### src/rtl/digit_serial_adder_pkg.sv
// Shared definitions for the digit-serial adder: FSM state encoding and
// the elaboration-time parameter legality check.
`ifndef DIGIT_SERIAL_ADDER_PKG_SV
`define DIGIT_SERIAL_ADDER_PKG_SV

// Expands to a generate block that stops elaboration when DIGIT does not
// divide WIDTH or is out of range.
`define DSA_PARAM_CHECK(W, D) \
  if ((D) < 1 || (D) > (W) || ((W) % (D)) != 0) begin : g_illegal_params \
    $error("digit_serial_adder: WIDTH must be a positive multiple of DIGIT"); \
  end

package digit_serial_adder_pkg;

  typedef enum logic [1:0] {
    IDLE = 2'd0,
    RUN  = 2'd1,
    DONE = 2'd2
  } state_t;

endpackage

`endif

### src/rtl/digit_serial_adder_if.sv
// Request/result bundle of the digit-serial adder. The sub signal exists
// only when DIGIT_SERIAL_ADDER_SUB_EN is defined.
interface digit_serial_adder_if #(
  parameter int WIDTH = 8
);
  logic             start;
  logic [WIDTH-1:0] x;
  logic [WIDTH-1:0] y;
  logic             cin;
`ifdef DIGIT_SERIAL_ADDER_SUB_EN
  logic             sub;
`endif
  logic             busy;
  logic             done;
  logic [WIDTH-1:0] sum;
  logic             cout;
  logic             ovf;

  modport master (
`ifdef DIGIT_SERIAL_ADDER_SUB_EN
    output sub,
`endif
    output start, x, y, cin,
    input  busy, done, sum, cout, ovf
  );

  modport slave (
`ifdef DIGIT_SERIAL_ADDER_SUB_EN
    input  sub,
`endif
    input  start, x, y, cin,
    output busy, done, sum, cout, ovf
  );
endinterface

### src/rtl/digit_serial_adder_digit_add.sv
// dsa_digit_add: combinational DIGIT-bit ripple adder. c_msb is the carry
// into the top bit so the caller can form the signed-overflow flag.
module dsa_digit_add #(
  parameter int DIGIT = 2
) (
  input  logic [DIGIT-1:0] a,
  input  logic [DIGIT-1:0] b,
  input  logic             ci,
  output logic [DIGIT-1:0] s,
  output logic             co,
  output logic             c_msb
);
  logic [DIGIT:0] c;

  // Bit-by-bit ripple through the digit
  always_comb begin
    c    = '0;
    s    = '0;
    c[0] = ci;
    for (int i = 0; i < DIGIT; i++) begin
      s[i]   = a[i] ^ b[i] ^ c[i];
      c[i+1] = (a[i] & b[i]) | (c[i] & (a[i] ^ b[i]));
    end
  end

  assign co    = c[DIGIT];
  assign c_msb = c[DIGIT-1];
endmodule

### src/rtl/digit_serial_adder.sv
// digit_serial_adder: computes x + y + cin over WIDTH bits, DIGIT bits per
// clock, LSB digit first, behind a start/busy/done handshake.
// Optional build macro DIGIT_SERIAL_ADDER_SUB_EN adds a sub input that
// turns the operation into x + ~y + ~cin (subtract with cin as borrow-in).
module digit_serial_adder
  import digit_serial_adder_pkg::*;
#(
  parameter int WIDTH = 8,
  parameter int DIGIT = 2
) (
  input logic                 clk,
  input logic                 rst_n,
  digit_serial_adder_if.slave bus
);
  localparam int NDIG  = WIDTH / DIGIT;
  localparam int CNT_W = (NDIG > 1) ? $clog2(NDIG) : 1;

  `DSA_PARAM_CHECK(WIDTH, DIGIT)

  state_t             state, state_nxt;
  logic               busy_c, done_c;
  logic [WIDTH-1:0]   xs, ys, acc, acc_nxt;
  logic [WIDTH-1:0]   sum_q;
  logic               carry, cout_q, ovf_q;
  logic [CNT_W-1:0]   cnt;
  logic               last;
  logic [DIGIT-1:0]   d_s;
  logic               d_co, d_cmsb;
  logic [WIDTH-1:0]   y_in;
  logic               c_in;

  dsa_digit_add #(.DIGIT(DIGIT)) u_digit (
    .a     (xs[DIGIT-1:0]),
    .b     (ys[DIGIT-1:0]),
    .ci    (carry),
    .s     (d_s),
    .co    (d_co),
    .c_msb (d_cmsb)
  );

  // New sum digit enters at the MSB end; after NDIG digits acc is aligned.
  assign acc_nxt = WIDTH'({d_s, acc} >> DIGIT);
  assign last    = (cnt == CNT_W'(NDIG - 1));

`ifdef DIGIT_SERIAL_ADDER_SUB_EN
  assign y_in = bus.sub ? ~bus.y : bus.y;
  assign c_in = bus.sub ? ~bus.cin : bus.cin;
`else
  assign y_in = bus.y;
  assign c_in = bus.cin;
`endif

  // State register
  always_ff @(posedge clk) begin
    if (!rst_n) state <= IDLE;
    else        state <= state_nxt;
  end

  // Next-state and handshake outputs
  always_comb begin
    state_nxt = state;
    busy_c    = 1'b0;
    done_c    = 1'b0;
    case (state)
      IDLE: if (bus.start) state_nxt = RUN;
      RUN: begin
        busy_c = 1'b1;
        if (last) state_nxt = DONE;
      end
      DONE: begin
        busy_c    = 1'b1;
        done_c    = 1'b1;
        state_nxt = IDLE;
      end
      default: state_nxt = IDLE;
    endcase
  end

  // Operand latch, digit-serial accumulation and result load on last digit
  always_ff @(posedge clk) begin
    if (!rst_n) begin
      xs     <= '0;
      ys     <= '0;
      acc    <= '0;
      carry  <= 1'b0;
      cnt    <= '0;
      sum_q  <= '0;
      cout_q <= 1'b0;
      ovf_q  <= 1'b0;
    end else begin
      case (state)
        IDLE: if (bus.start) begin
          xs    <= bus.x;
          ys    <= y_in;
          carry <= c_in;
          acc   <= '0;
          cnt   <= '0;
        end
        RUN: begin
          xs    <= xs >> DIGIT;
          ys    <= ys >> DIGIT;
          acc   <= acc_nxt;
          carry <= d_co;
          cnt   <= cnt + 1'b1;
          if (last) begin
            sum_q  <= acc_nxt;
            cout_q <= d_co;
            ovf_q  <= d_co ^ d_cmsb;
          end
        end
        default: ;
      endcase
    end
  end

  assign bus.busy = busy_c;
  assign bus.done = done_c;
  assign bus.sum  = sum_q;
  assign bus.cout = cout_q;
  assign bus.ovf  = ovf_q;
endmodule

### src/flat_wrapper.sv
// flat-port wrapper written by rule: the top's interface ports become plain ports
module digit_serial_adder_flat import digit_serial_adder_pkg::*;
#(
  parameter int WIDTH = 8,
  parameter int DIGIT = 2
)
  (clk, rst_n, bus_start, bus_x, bus_y, bus_cin, bus_busy, bus_done, bus_sum, bus_cout, bus_ovf);
  digit_serial_adder_if #(.WIDTH(WIDTH)) bus_i ();
  input logic clk;
  input logic rst_n;
  input wire logic [$bits(bus_i.start)-1:0] bus_start;
  input wire logic [$bits(bus_i.x)-1:0] bus_x;
  input wire logic [$bits(bus_i.y)-1:0] bus_y;
  input wire logic [$bits(bus_i.cin)-1:0] bus_cin;
  output wire logic [$bits(bus_i.busy)-1:0] bus_busy;
  output wire logic [$bits(bus_i.done)-1:0] bus_done;
  output wire logic [$bits(bus_i.sum)-1:0] bus_sum;
  output wire logic [$bits(bus_i.cout)-1:0] bus_cout;
  output wire logic [$bits(bus_i.ovf)-1:0] bus_ovf;
  assign bus_i.start = bus_start;
  assign bus_i.x = bus_x;
  assign bus_i.y = bus_y;
  assign bus_i.cin = bus_cin;
  assign bus_busy = bus_i.busy;
  assign bus_done = bus_i.done;
  assign bus_sum = bus_i.sum;
  assign bus_cout = bus_i.cout;
  assign bus_ovf = bus_i.ovf;
  digit_serial_adder #(.WIDTH(WIDTH), .DIGIT(DIGIT)) u_core (.clk(clk), .rst_n(rst_n), .bus(bus_i));
endmodule
### config.mk
export PLATFORM = sky130hd
export DESIGN_NAME = digit_serial_adder_flat
export DESIGN_NICKNAME = d
export VERILOG_FILES = /design/src/rtl/digit_serial_adder_pkg.sv /design/src/rtl/digit_serial_adder_if.sv /design/src/rtl/digit_serial_adder_digit_add.sv /design/src/rtl/digit_serial_adder.sv /design/src/flat_wrapper.sv
export SDC_FILE = /design/constraint.sdc
export NUM_CORES = 1
export LEC_CHECK = 0
export CAP_MARGIN = 20
export CORE_AREA = 2 2 64 66
export DETAILED_ROUTE_END_ITERATION = 10
export DIE_AREA = 0 0 66 68
export PLACE_DENSITY = 0.73
export SKIP_CTS_REPAIR_TIMING = 1
export SLEW_MARGIN = 30
export SYNTH_ARGS = -nofsm -noshare
export SYNTH_HDL_FRONTEND = slang
export SYNTH_SLANG_ARGS = --single-unit
### constraint.sdc
create_clock -name clk -period 1.8 [get_ports clk]
set_clock_uncertainty 0.1 [all_clocks]
set_input_delay 0.36 -clock clk [delete_from_list [all_inputs] [get_ports clk]]
set_output_delay 0.36 -clock clk [all_outputs]
set_load 0.1 [all_outputs]
# [Word-level counts from Yosys, hierarchy flattened]
# Cells that the tools add are included.
[classes] reduce_logical=6 mux=15 bitwise=11 n_eq_ne=5 addsub=1
[ops] op="$pmux W8 S2" n=3
[ops] op="$mux W8" n=3
[ops] op="$pmux W2 S2" n=2
[ops] op="$mux W2" n=3
[ops] op="$reduce_and A2 Y1" n=3
[ops] op="$xor A1 B1 Y1" n=5
[ops] op="$and A1 B1 Y1" n=4
[ops] op="$eq A2 B2 Y1 const B" n=2
[ops] op="$mux W1" n=3
[ops] op="$add A2 B1 Y2 const B" n=1
[ops] op="$eq A2 B1 Y1 const B" n=1
[ops] op="$logic_not A2 Y1" n=1
[ops] op="$ne A2 B1 Y1 const B" n=1
[ops] op="$ne A2 B2 Y1 const B" n=1
[ops] op="$or A1 B1 Y1" n=2
[ops] op="$pmux W1 S2" n=1
[ops] op="$reduce_bool A2 Y1" n=1
[ops] op="$reduce_or A2 Y1" n=1
[word_totals] output_inout_bits=12 wordCells=47 input_bits=20 register_bits=39

# [Longest topological paths before layout]
# Gate-level depths: netlist of run 1.
[depth] word_depth=6 mapped_depth=7 depth_no_buf=5

# [Hierarchy]
# From an unflattened synthesis of run 1, not the netlist that was laid out.
[unflattened] hier_cells=174 hier_area_um2=1694.1
[by_module_without_submodules] module="digit_serial_adder" cells_per_inst=172 seq_area_each_um2=740.7 area_each_um2=1654.1 n_inst=1
[by_module_without_submodules] module="dsa_digit_add" cells_per_inst=2 seq_area_each_um2=0.0 area_each_um2=40.0 n_inst=1

# [Least setup slack after synthesis of run 1]
# OpenSTA, ideal clock, no wires.
[synth_timing] path_kind="register -> register" from="register u_core.xs[0]" to="register u_core.ovf_q, in the netlist u_core.bus.ovf" path_stages_with_launch=6 setup_ns=0.117 path_buffers=0 arrival_time_ns=1.517 setup_slack_ns=0.065 synth_period_minus_slack_ns=1.735 required_time_ns=1.583 cell_sequence="dfxtp_1 -> fa_1 -> fa_1 -> xnor2_1 -> nand2_1 -> o211a_1"
[synth_via] elab_chain_len=6 elab_cells_between_ends=7 classes_between="bitwise (7)"
[synth_lines] element="start, declared" line="digit_serial_adder.sv:22" text="logic [WIDTH-1:0] xs, ys, acc, acc_nxt;"
[synth_lines] element="start signal, assigned" line="digit_serial_adder.sv:93" text="xs <= bus.x;"
[synth_lines] element="start signal, assigned" line="digit_serial_adder.sv:100" text="xs <= xs >> DIGIT;"
[synth_lines] element="$xor A1 B1 Y1" line="digit_serial_adder_digit_add.sv:22" text="c[i+1] = (a[i] & b[i]) | (c[i] & (a[i] ^ b[i]));"
[synth_lines] element="$and A1 B1 Y1" line="digit_serial_adder_digit_add.sv:22"
[synth_lines] element="$or A1 B1 Y1 *" line="digit_serial_adder_digit_add.sv:22"
[synth_lines] element="$and A1 B1 Y1 *" line="digit_serial_adder_digit_add.sv:22"
[synth_lines] element="$or A1 B1 Y1 *" line="digit_serial_adder_digit_add.sv:22"
[synth_lines] element="named net u_core.d_co" line="digit_serial_adder.sv:28" text="logic d_co, d_cmsb;"
[synth_lines] element="$xor A1 B1 Y1 *" line="digit_serial_adder.sv:108" text="ovf_q <= d_co ^ d_cmsb;"
[synth_lines] element="end signal, assigned" line="digit_serial_adder.sv:108"
[synth_lines] element="end, declared" line="digit_serial_adder.sv:24" text="logic carry, cout_q, ovf_q;"
# The timed path passes the listed nets; every way through them passes the cells marked *.
# A chain may end at the register's enable or synchronous reset.

# [Final worst setup path of run 1]
# Ends and elaborated chain as after synthesis.

==> results of run 1 <==
[report_power, final]
| group | leakage (nW) | switching [mW] | internal (mW) |
|---|---|---|---|
| Combinational | 0.595 | 0.163 | 0.169 |
| Sequential | 0.302 | 0.0318 | 0.868 |
| Clock | 0.0574 | 0.278 | 0.450 |
| Total | 0.955 | 0.473 | 1.49 |
[state kept, by name, indices dropped and copies added, names as in the netlist]
| name | count |
|---|---|
| u_core.bus.sum | 8 |
| u_core.xs | 8 |
| u_core.ys | 8 |
| u_core.acc | 6 |
| u_core.cnt | 2 |
| u_core.state | 2 |
| u_core.bus.cout | 1 |
| u_core.bus.ovf | 1 |
| u_core.carry | 1 |
[synth_stat cells (4+ instances only)]
library cell,instances
buf_6,4
buf_2,4
mux2i_1,14
dfxtp_1,37
a21boi_0,9
nand3b_1,5
a32oi_1,7
nand2_1,37
ha_1,4
a21boi_1,5
o211a_1,15
nor2b_1,8
[critical path: cells and delay by family, from the launching register on]
family                   cells  cell delay [ns]
adder cells (fa/ha/maj)      2             0.78
flip-flops                   1             0.33
XOR/XNOR                     1             0.18
AO/OA/AOI/OAI                1             0.13
AND/OR/NAND/NOR              1             0.07
[final timing paths]
path                            cells past startpoint              to         start  slack [ns]
worst max register to register                      5  u_core.bus.ovf  u_core.xs[0]         0.1
worst max-delay path                                5  u_core.bus.ovf  u_core.xs[0]         0.1
worst min-delay path                                2    u_core.xs[6]  u_core.xs[6]        0.35
worst min register to register                      2    u_core.xs[6]  u_core.xs[6]        0.35
[layer usage]
metal  global-route usage  up-vias
met5                    0        -
met3               0.0345        4
met2                0.301       41
met1                0.173      621
li1                     -      640
met4               0.0765        0
[metrics by stage]
step	area (µm²)	total power, mW	utilization
2_1_floorplan	1680	1.16	-
3_3_place_gp	2130	1.23	0.553
3_5_place_dp	2130	1.25	0.553
4_1_cts	2250	1.97	0.584
5_1_grt	2260	2.04	0.585
6_report	2260	1.96	0.585
[area by class of cell]
type	count	area, µm²
Clock inverter	2	37.5
Multi-Input combinational cell	115	845
Inverter	3	11.3
Tap cell	50	62.6
Clock buffer	6	82.6
Timing Repair Buffer	34	478
Sequential cell	37	741
Fill cell	351	1600
[cells by family after synthesis]
kind of cell             Yosys count  synth area share
AND/OR/NAND/NOR                   54             0.151
adder cells (fa/ha/maj)            6            0.0537
buffers and inverters             16            0.0596
multiplexers                      15            0.0924
AO/OA/AOI/OAI                     39             0.197
flip-flops                        37             0.441
XOR/XNOR                           1           0.00522
==> flow_metrics.py, run 1 <==
metrics = {
    "cts": {
        "htreeDepth": 2,
        "cts_buffers": 5,
        "clkLatencyLatePin_ns": 0.28,
        "tritoncts": "yes",
        "clock-sinks": 37,
        "clockRootBuffer": "clkbuf_8",
        "clockBufferDepth": 2,
        "clk_pin_slew_ns": 0.07,
    },
    "worst_setup_path": {
        "critPathCaptureType": "register",
        "slowest_stage": "fa_2",
        "required_ns": 1.87,
        "path_class": "reg -> reg",
        "crit_top_cell": "fa_2",
        "crit_arrival_ns": 1.78,
        "startpoint_type": "register",
        "path_cells": "fa_2 > fa_2 > xnor2_1 > nand2_1 > o211a_1",
        "cp_max_fo": 3,
        "max_stage_delay_ns": 0.41,
    },
    "drt": {
        "wl_um": 3330,
        "drtIter0Drc": 34,
        "top_layer": "met4",
        "wl_met2_um": 1710,
        "vias": 1306,
        "drcViolationCount": 0,
        "dr.pass1.iters": 4,
        "dr_wl_met3_um": 159,
        "ant_nets": 0,
        "via_per_inst": 5.29,
        "wl_per_cell_um": 13.5,
        "met1_length_um": 1410,
    },
    "synth": {
        "synthDistinctLibCells": 25,
        "synth-edff-count": 0,
        "synth_warnings": 0,
        "ys_async_sr_fraction": 0,
        "synth_top_area_share": 0.441,
        "synthCells": 168,
        "ys.flop_type": "dfxtp_1",
        "synth-seq-cells": 37,
        "ys_seq_area_frac": 0.441,
        "yosys.area.top_type": "dfxtp_1",
        "syn_avg_cell_area_um2": 9.99,
        "netlist_top_cells_area": "dfxtp_1 44%, o211a_1 8.9%, mux2i_1 8.3%",
        "synthesis.area_um2": 1680,
        "synth_nets": 194,
    },
    "timing": {
        "max_slew.worst_pin.slew_ns": 0.349,
        "min_period_ns": 1.70,
        "hold_ws_ns": 0.354,
        "period_share": 0.946,
        "hold_violations": 0,
        "fmax_mhz": 587,
        "rsz0062_at_grt": "false",
        "finalSetupViolations": 0,
        "setup-tns-final_ns": 0,
        "slew_headroom": 0.767,
        "finalMaxSlewViolations": 0,
        "timing.final.ws_setup_ns": 0.0970,
    },
    "final_layout": {
        "final_cell_mix": "37 x nand2_1, 37 x dfxtp_1, 19 x clkdlybuf4s50_1, 15 x o211a_1",
        "final_cells": 247,
        "antennaDiodeCount": 0,
        "syn_to_final_growth_pct": 34.4,
        "drive_gt1_frac": 0.142,
        "nets": 222,
    },
    "job": {
        "drv_cap": 0,
    },
    "global_routing": {
        "grt_pass1_wl_um": 5370,
        "overflow": 0,
        "grt_max_degree": 38,
        "grt_usage": 0.161,
        "grt_pass1_vias": 1269,
        "antenna_found_initial": 0,
    },
    "floorplan": {
        "ios": 32,
        "die_h_um": 68,
        "fp.dieArea_um2": 4490,
        "initial_core_util": 0.435,
        "num_rows": 23,
        "die_width_um": 66,
        "fp.coreArea_um2": 3860,
    },
    "status": {
        "status": "complete, no violations",
    },
    "power": {
        "ir_drop_mv": 0.691,
        "power_density_nw_per_um2": 868,
        "leakage_nw": 0.955,
    },
    "placement": {
        "dp_slack_ns": -0.0436,
        "gp_congestion": 0.705,
        "dpl.hpwl_um": 2360,
        "numPortBuffers": 31,
        "placedCellCount": 239,
    },
    "worst_hold_path": {
        "hold_path_class": "reg -> reg",
    },
}
Power figures use the tool's default switching activity.
==> inputs of run 2 (changes only) <==
--- a/config.mk
+++ b/config.mk
@@ -6,9 +6,9 @@
 export NUM_CORES = 1
 export LEC_CHECK = 0
 export CAP_MARGIN = 20
-export CORE_AREA = 2 2 64 66
+export CORE_AREA = 4 4 66 68
 export DETAILED_ROUTE_END_ITERATION = 10
-export DIE_AREA = 0 0 66 68
+export DIE_AREA = 0 0 70 72
 export PLACE_DENSITY = 0.73
 export SKIP_CTS_REPAIR_TIMING = 1
 export SLEW_MARGIN = 30
==> run 2 against run 1 <==
Against the previous run:
- total power grew 6.4%
- hold slack gained 0.0072 ns
- critical endpoint unchanged
- largest cell class unchanged
- clock-buffer cell count shrank 1
- highest routed layer unchanged
==> flow_metrics.py, run 2 (synthesis results as in run 1) <==
metrics = {
    "power": {
        "power_density_nw_per_um2": 918,
        "switchingPower_mw": 0.496,
        "pwr-share-clk": 0.407,
        "combPwrFrac": 0.162,
        "leakage_nw": 0.966,
        "p_int_mw": 1.59,
        "pwr-share-seq": 0.431,
        "ir_drop_mv": 0.616,
        "total_power_mw": 2.08,
        "swShare": 0.238,
    },
    "floorplan": {
        "fp.coreArea_um2": 3860,
        "ios": 32,
        "num_rows": 23,
        "die_width_um": 70,
        "fp.dieArea_um2": 5040,
        "initial_core_util": 0.435,
        "die_h_um": 72,
    },
    "global_routing": {
        "grt_usage": 0.143,
        "use_met2": 0.242,
        "grt_pass1_wl_um": 5740,
        "grt_pass1_vias": 1256,
        "use_met3": 0.0471,
        "grt_max_degree": 38,
        "globalRoute.busiestLayer": "met2",
        "overflow": 0,
        "grt_use_met1": 0.173,
        "antenna_found_initial": 0,
    },
    "worst_setup_path": {
        "rrSetupSlack_ns": 0.09,
        "cp_max_fo": 3,
        "startpoint_type": "register",
        "crit_buf_inv": 0,
        "path_class": "reg -> reg",
        "max_stage_delay_ns": 0.42,
        "required_ns": 1.88,
        "cpLargestDelayFamily": "adder cells",
        "critPathCaptureType": "register",
        "path_cells": "fa_2 > fa_2 > xnor2_1 > nand2_1 > o211a_1",
        "crit_arrival_ns": 1.79,
        "slowest_stage": "fa_2",
        "crit_top_cell": "fa_2",
    },
    "timing": {
        "finalMaxSlewViolations": 0,
        "setup-tns-final_ns": 0,
        "rsz0062_at_grt": "false",
        "slew_headroom": 0.747,
        "fmax_mhz": 586,
        "min_period_ns": 1.71,
        "period_share": 0.947,
        "max_slew.worst_pin.slew_ns": 0.380,
        "hold_violations": 0,
        "finalSetupViolations": 0,
    },
    "drt": {
        "wl_per_cell_um": 14.2,
        "dr.pass1.iters": 4,
        "drtIter0Drc": 57,
        "wl_um": 3510,
        "ant_nets": 0,
        "vias": 1277,
        "via_per_inst": 5.17,
        "drcViolationCount": 0,
    },
    "placement": {
        "dpl.hpwl_um": 2440,
        "gp_congestion": 0.736,
        "numPortBuffers": 31,
    },
    "cts": {
        "clockBufferDepth": 2,
        "htreeDepth": 2,
        "clock-sinks": 37,
        "tritoncts": "yes",
        "clockRootBuffer": "clkbuf_8",
        "clkLatencyLatePin_ns": 0.29,
        "clk_pin_slew_ns": 0.08,
        "cts_buffers": 5,
    },
    "status": {
        "status": "complete, no violations",
    },
    "worst_hold_path": {
        "hold_path_class": "reg -> reg",
    },
    "final_layout": {
        "syn_to_final_growth_pct": 35.2,
        "final_cell_mix": "37 x nand2_1, 37 x dfxtp_1, 19 x clkdlybuf4s50_1, 15 x o211a_1",
        "drive_gt1_frac": 0.142,
        "nets": 222,
        "antennaDiodeCount": 0,
    },
    "job": {
        "drv_cap": 0,
    },
}
## run 2: cell types whose count changed in the layout (fill, tap and decap cells not counted)
cell        previous run  this run
clkbuf_8               6         5
bufinv_16              1         2
clkinvlp_4             1         0
clkinv_2               0         1
## run 2: final cells by class
| class | instances | area (µm²) |
|---|---|---|
| Inverter | 3 | 11.3 |
| Tap cell | 50 | 62.6 |
| Clock buffer | 5 | 68.8 |
| Clock inverter | 3 | 65.1 |
| Fill cell | 327 | 1590 |
| Sequential cell | 37 | 741 |
| Timing Repair Buffer | 34 | 478 |
| Multi-Input combinational cell | 115 | 845 |
## run 2: final timing paths
kind | start | endpoint | cells past startpoint
max | u_core.xs[0] | u_core.bus.ovf | 5
min | u_core.ys[7] | u_core.ys[7] | 2
max reg2reg | u_core.xs[0] | u_core.bus.ovf | 5
min reg2reg | u_core.ys[7] | u_core.ys[7] | 2
## run 2: routing by layer
layer,up-vias,share of wire,wire [µm]
li1,639,-,-
met1,599,0.43,1520
met2,35,0.50,1750
met3,4,0.052,182
met4,0,0.012,43
met5,-,0,0
## run 2: tightest hold or removal path: stages (launching register included)
cell      delay (ns)
dfxtp_1         0.32
nand2_1         0.05
a21boi_1        0.05
## run 2: power groups by stage
stage          clock network, mW  registers (mW)  logic (mW)
5_1_grt                    0.889           0.905       0.367
4_1_cts                    0.853           0.898       0.336
3_5_place_dp                   0           0.917       0.334
6_report                   0.847           0.899       0.338
3_3_place_gp                   0           0.914       0.319
2_1_floorplan                  0           0.909       0.247
## run 2: per-stage QoR
stage / std cells / hold WS (ns) / setup WS, ns / util / instance area [µm²]
finish: 247 / 0.361 / 0.0947 / 0.589 / 2270
global route: 247 / 0.380 / 0.00795 / 0.589 / 2270
CTS: 247 / 0.359 / -0.0486 / 0.587 / 2260
detailed placement: 239 / 0.349 / -0.0139 / 0.553 / 2130
global placement: 239 / 0.341 / 0.0239 / 0.553 / 2130
floorplan: 168 / 0.330 / 0.0654 / - / 1680
==> inputs of run 3 (changes only) <==
--- a/config.mk
+++ b/config.mk
@@ -9,6 +9,7 @@
 export CORE_AREA = 4 4 66 68
 export DETAILED_ROUTE_END_ITERATION = 10
 export DIE_AREA = 0 0 70 72
+export GPL_TIMING_DRIVEN = 0
 export PLACE_DENSITY = 0.73
 export SKIP_CTS_REPAIR_TIMING = 1
 export SLEW_MARGIN = 30
==> run 3 against run 2 <==
Against the previous run:
- register-to-register slack worse by 0.04 ns
- die area stayed put
- total power is 0.95% higher
- sequential cell count stayed put
- combinational power is 4% higher
- global-route usage is 1.4 points higher
- via count is 4.6% higher
- final cell count is 3.6% higher
- clock-buffer cell count stayed put
- routed wire length is 5.5% higher
==> flow_metrics.py, run 3 (synthesis results as in run 1) <==
metrics = {
    "cts": {
        "clockBufferDepth": 2,
        "clk_pin_slew_ns": 0.08,
        "clock-sinks": 37,
        "clkLatencyLatePin_ns": 0.29,
        "cts_buffers": 5,
        "tritoncts": "yes",
        "htreeDepth": 2,
        "clockRootBuffer": "clkbuf_8",
    },
    "power": {
        "p_int_mw": 1.59,
        "power_density_nw_per_um2": 988,
        "total_power_mw": 2.10,
        "ir_drop_mv": 0.523,
        "leakage_nw": 0.949,
        "pwr-share-seq": 0.428,
        "pwr-share-clk": 0.406,
        "swShare": 0.242,
        "combPwrFrac": 0.167,
        "switchingPower_mw": 0.510,
    },
    "status": {
        "status": "complete, no violations",
    },
    "floorplan": {
        "die_width_um": 70,
        "num_rows": 23,
        "ios": 32,
        "initial_core_util": 0.435,
        "fp.coreArea_um2": 3860,
        "fp.dieArea_um2": 5040,
        "die_h_um": 72,
    },
    "worst_setup_path": {
        "cp_max_fo": 2,
        "required_ns": 1.90,
        "crit_arrival_ns": 1.84,
        "startpoint_type": "register",
        "critPathCaptureType": "register",
        "path_class": "reg -> reg",
    },
    "drt": {
        "ant_nets": 0,
        "wl_per_cell_um": 14.4,
        "drcViolationCount": 0,
        "wl_um": 3700,
        "drtIter0Drc": 57,
        "dr.pass1.iters": 4,
        "vias": 1336,
        "via_per_inst": 5.22,
    },
    "job": {
        "drv_cap": 0,
    },
    "timing": {
        "slew_headroom": 0.637,
        "hold_violations": 0,
        "setup-tns-final_ns": 0,
        "hold_ws_ns": 0.325,
        "finalSetupViolations": 0,
        "min_period_ns": 1.74,
        "rsz0062_at_grt": "false",
        "max_slew.worst_pin.slew_ns": 0.546,
        "finalMaxSlewViolations": 0,
        "fmax_mhz": 574,
        "period_share": 0.968,
    },
    "final_layout": {
        "final_cell_mix": "37 x nand2_1, 37 x dfxtp_1, 18 x clkdlybuf4s50_1, 15 x o211a_1, 13 x mux2i_1",
        "nFillCells": 368,
        "final_cell_area_um2": 2130,
        "final_cells": 256,
        "syn_to_final_growth_pct": 26.9,
        "nets": 231,
        "drive_gt1_frac": 0.170,
        "antennaDiodeCount": 0,
    },
    "global_routing": {
        "grt_pass1_vias": 1428,
        "grt_usage": 0.157,
        "grt_pass1_wl_um": 6360,
        "antenna_found_initial": 0,
        "overflow": 0,
        "grt_max_degree": 13,
    },
    "placement": {
        "placedCellCount": 248,
        "placed_cell_area_um2": 2040,
        "dpl.hpwl_um": 2740,
        "gp_congestion": 0.760,
        "numPortBuffers": 30,
    },
    "worst_hold_path": {
        "hold_path_class": "in -> reg",
    },
}
[run 3: cell count changes in the layout (fill, tap and decap cells not counted), moves of 3 or more]
cell      delta
buf_12      -14
buf_6        +5
buf_2        +5
clkbuf_1     +3
clkbuf_2    +11
[run 3: final cells by class]
class                      count  area [µm²]  area share
clock inverter                 3        65.1      0.0305
timing repair buffer          30         246       0.116
buffer                        13        88.8      0.0417
inverter                       3        11.3     0.00528
tap                           50        62.6      0.0294
sequential                    37         741       0.348
clock buffer                   5        68.8      0.0323
multi-input combinational    115         847       0.398
[run 3: final timing paths]
| kind | cells after the start | to | start | slack (ns) |
|---|---|---|---|---|
| max | 4 | u_core.bus.sum[7] | u_core.xs[0] | 0.06 |
| max reg2reg | 4 | u_core.bus.sum[7] | u_core.xs[0] | 0.06 |
| min | 2 | u_core.bus.sum[2] | rst_n | 0.33 |
| min reg2reg | 2 | u_core.bus.sum[2] | u_core.bus.sum[2] | 0.36 |
[run 3: stage by stage]
stage	utilization	worst slack, ns
6_report	0.553	0.0575
5_1_grt	0.553	0.00374
4_1_cts	0.564	-0.801
3_5_place_dp	0.530	-0.472
3_3_place_gp	0.530	-0.441
2_1_floorplan	-	0.0654
[run 3: per-layer routing]
metal | up-vias | part of all wire | global-route usage
met5 | - | 0 | 0
met3 | 6 | 0.045 | 0.0457
met2 | 28 | 0.52 | 0.290
met1 | 644 | 0.42 | 0.177
met4 | 0 | 0.014 | 0.0447
li1 | 658 | - | -
[run 3: power by group through the flow]
stage               clock network [mW]  logic, mW  registers [mW]
detailed placement                   0      0.344           0.918
finish                           0.853      0.351           0.900
global route                     0.898      0.383           0.907
global placement                     0      0.331           0.914
CTS                              0.868      0.346           0.899
floorplan                            0      0.247           0.909
[run 3: critical path: stages (launching register included)]
cell and delay (ns):
dfxtp_1 0.34, fa_2 0.41, fa_2 0.55, nand2_1 0.06, a21boi_0 0.19
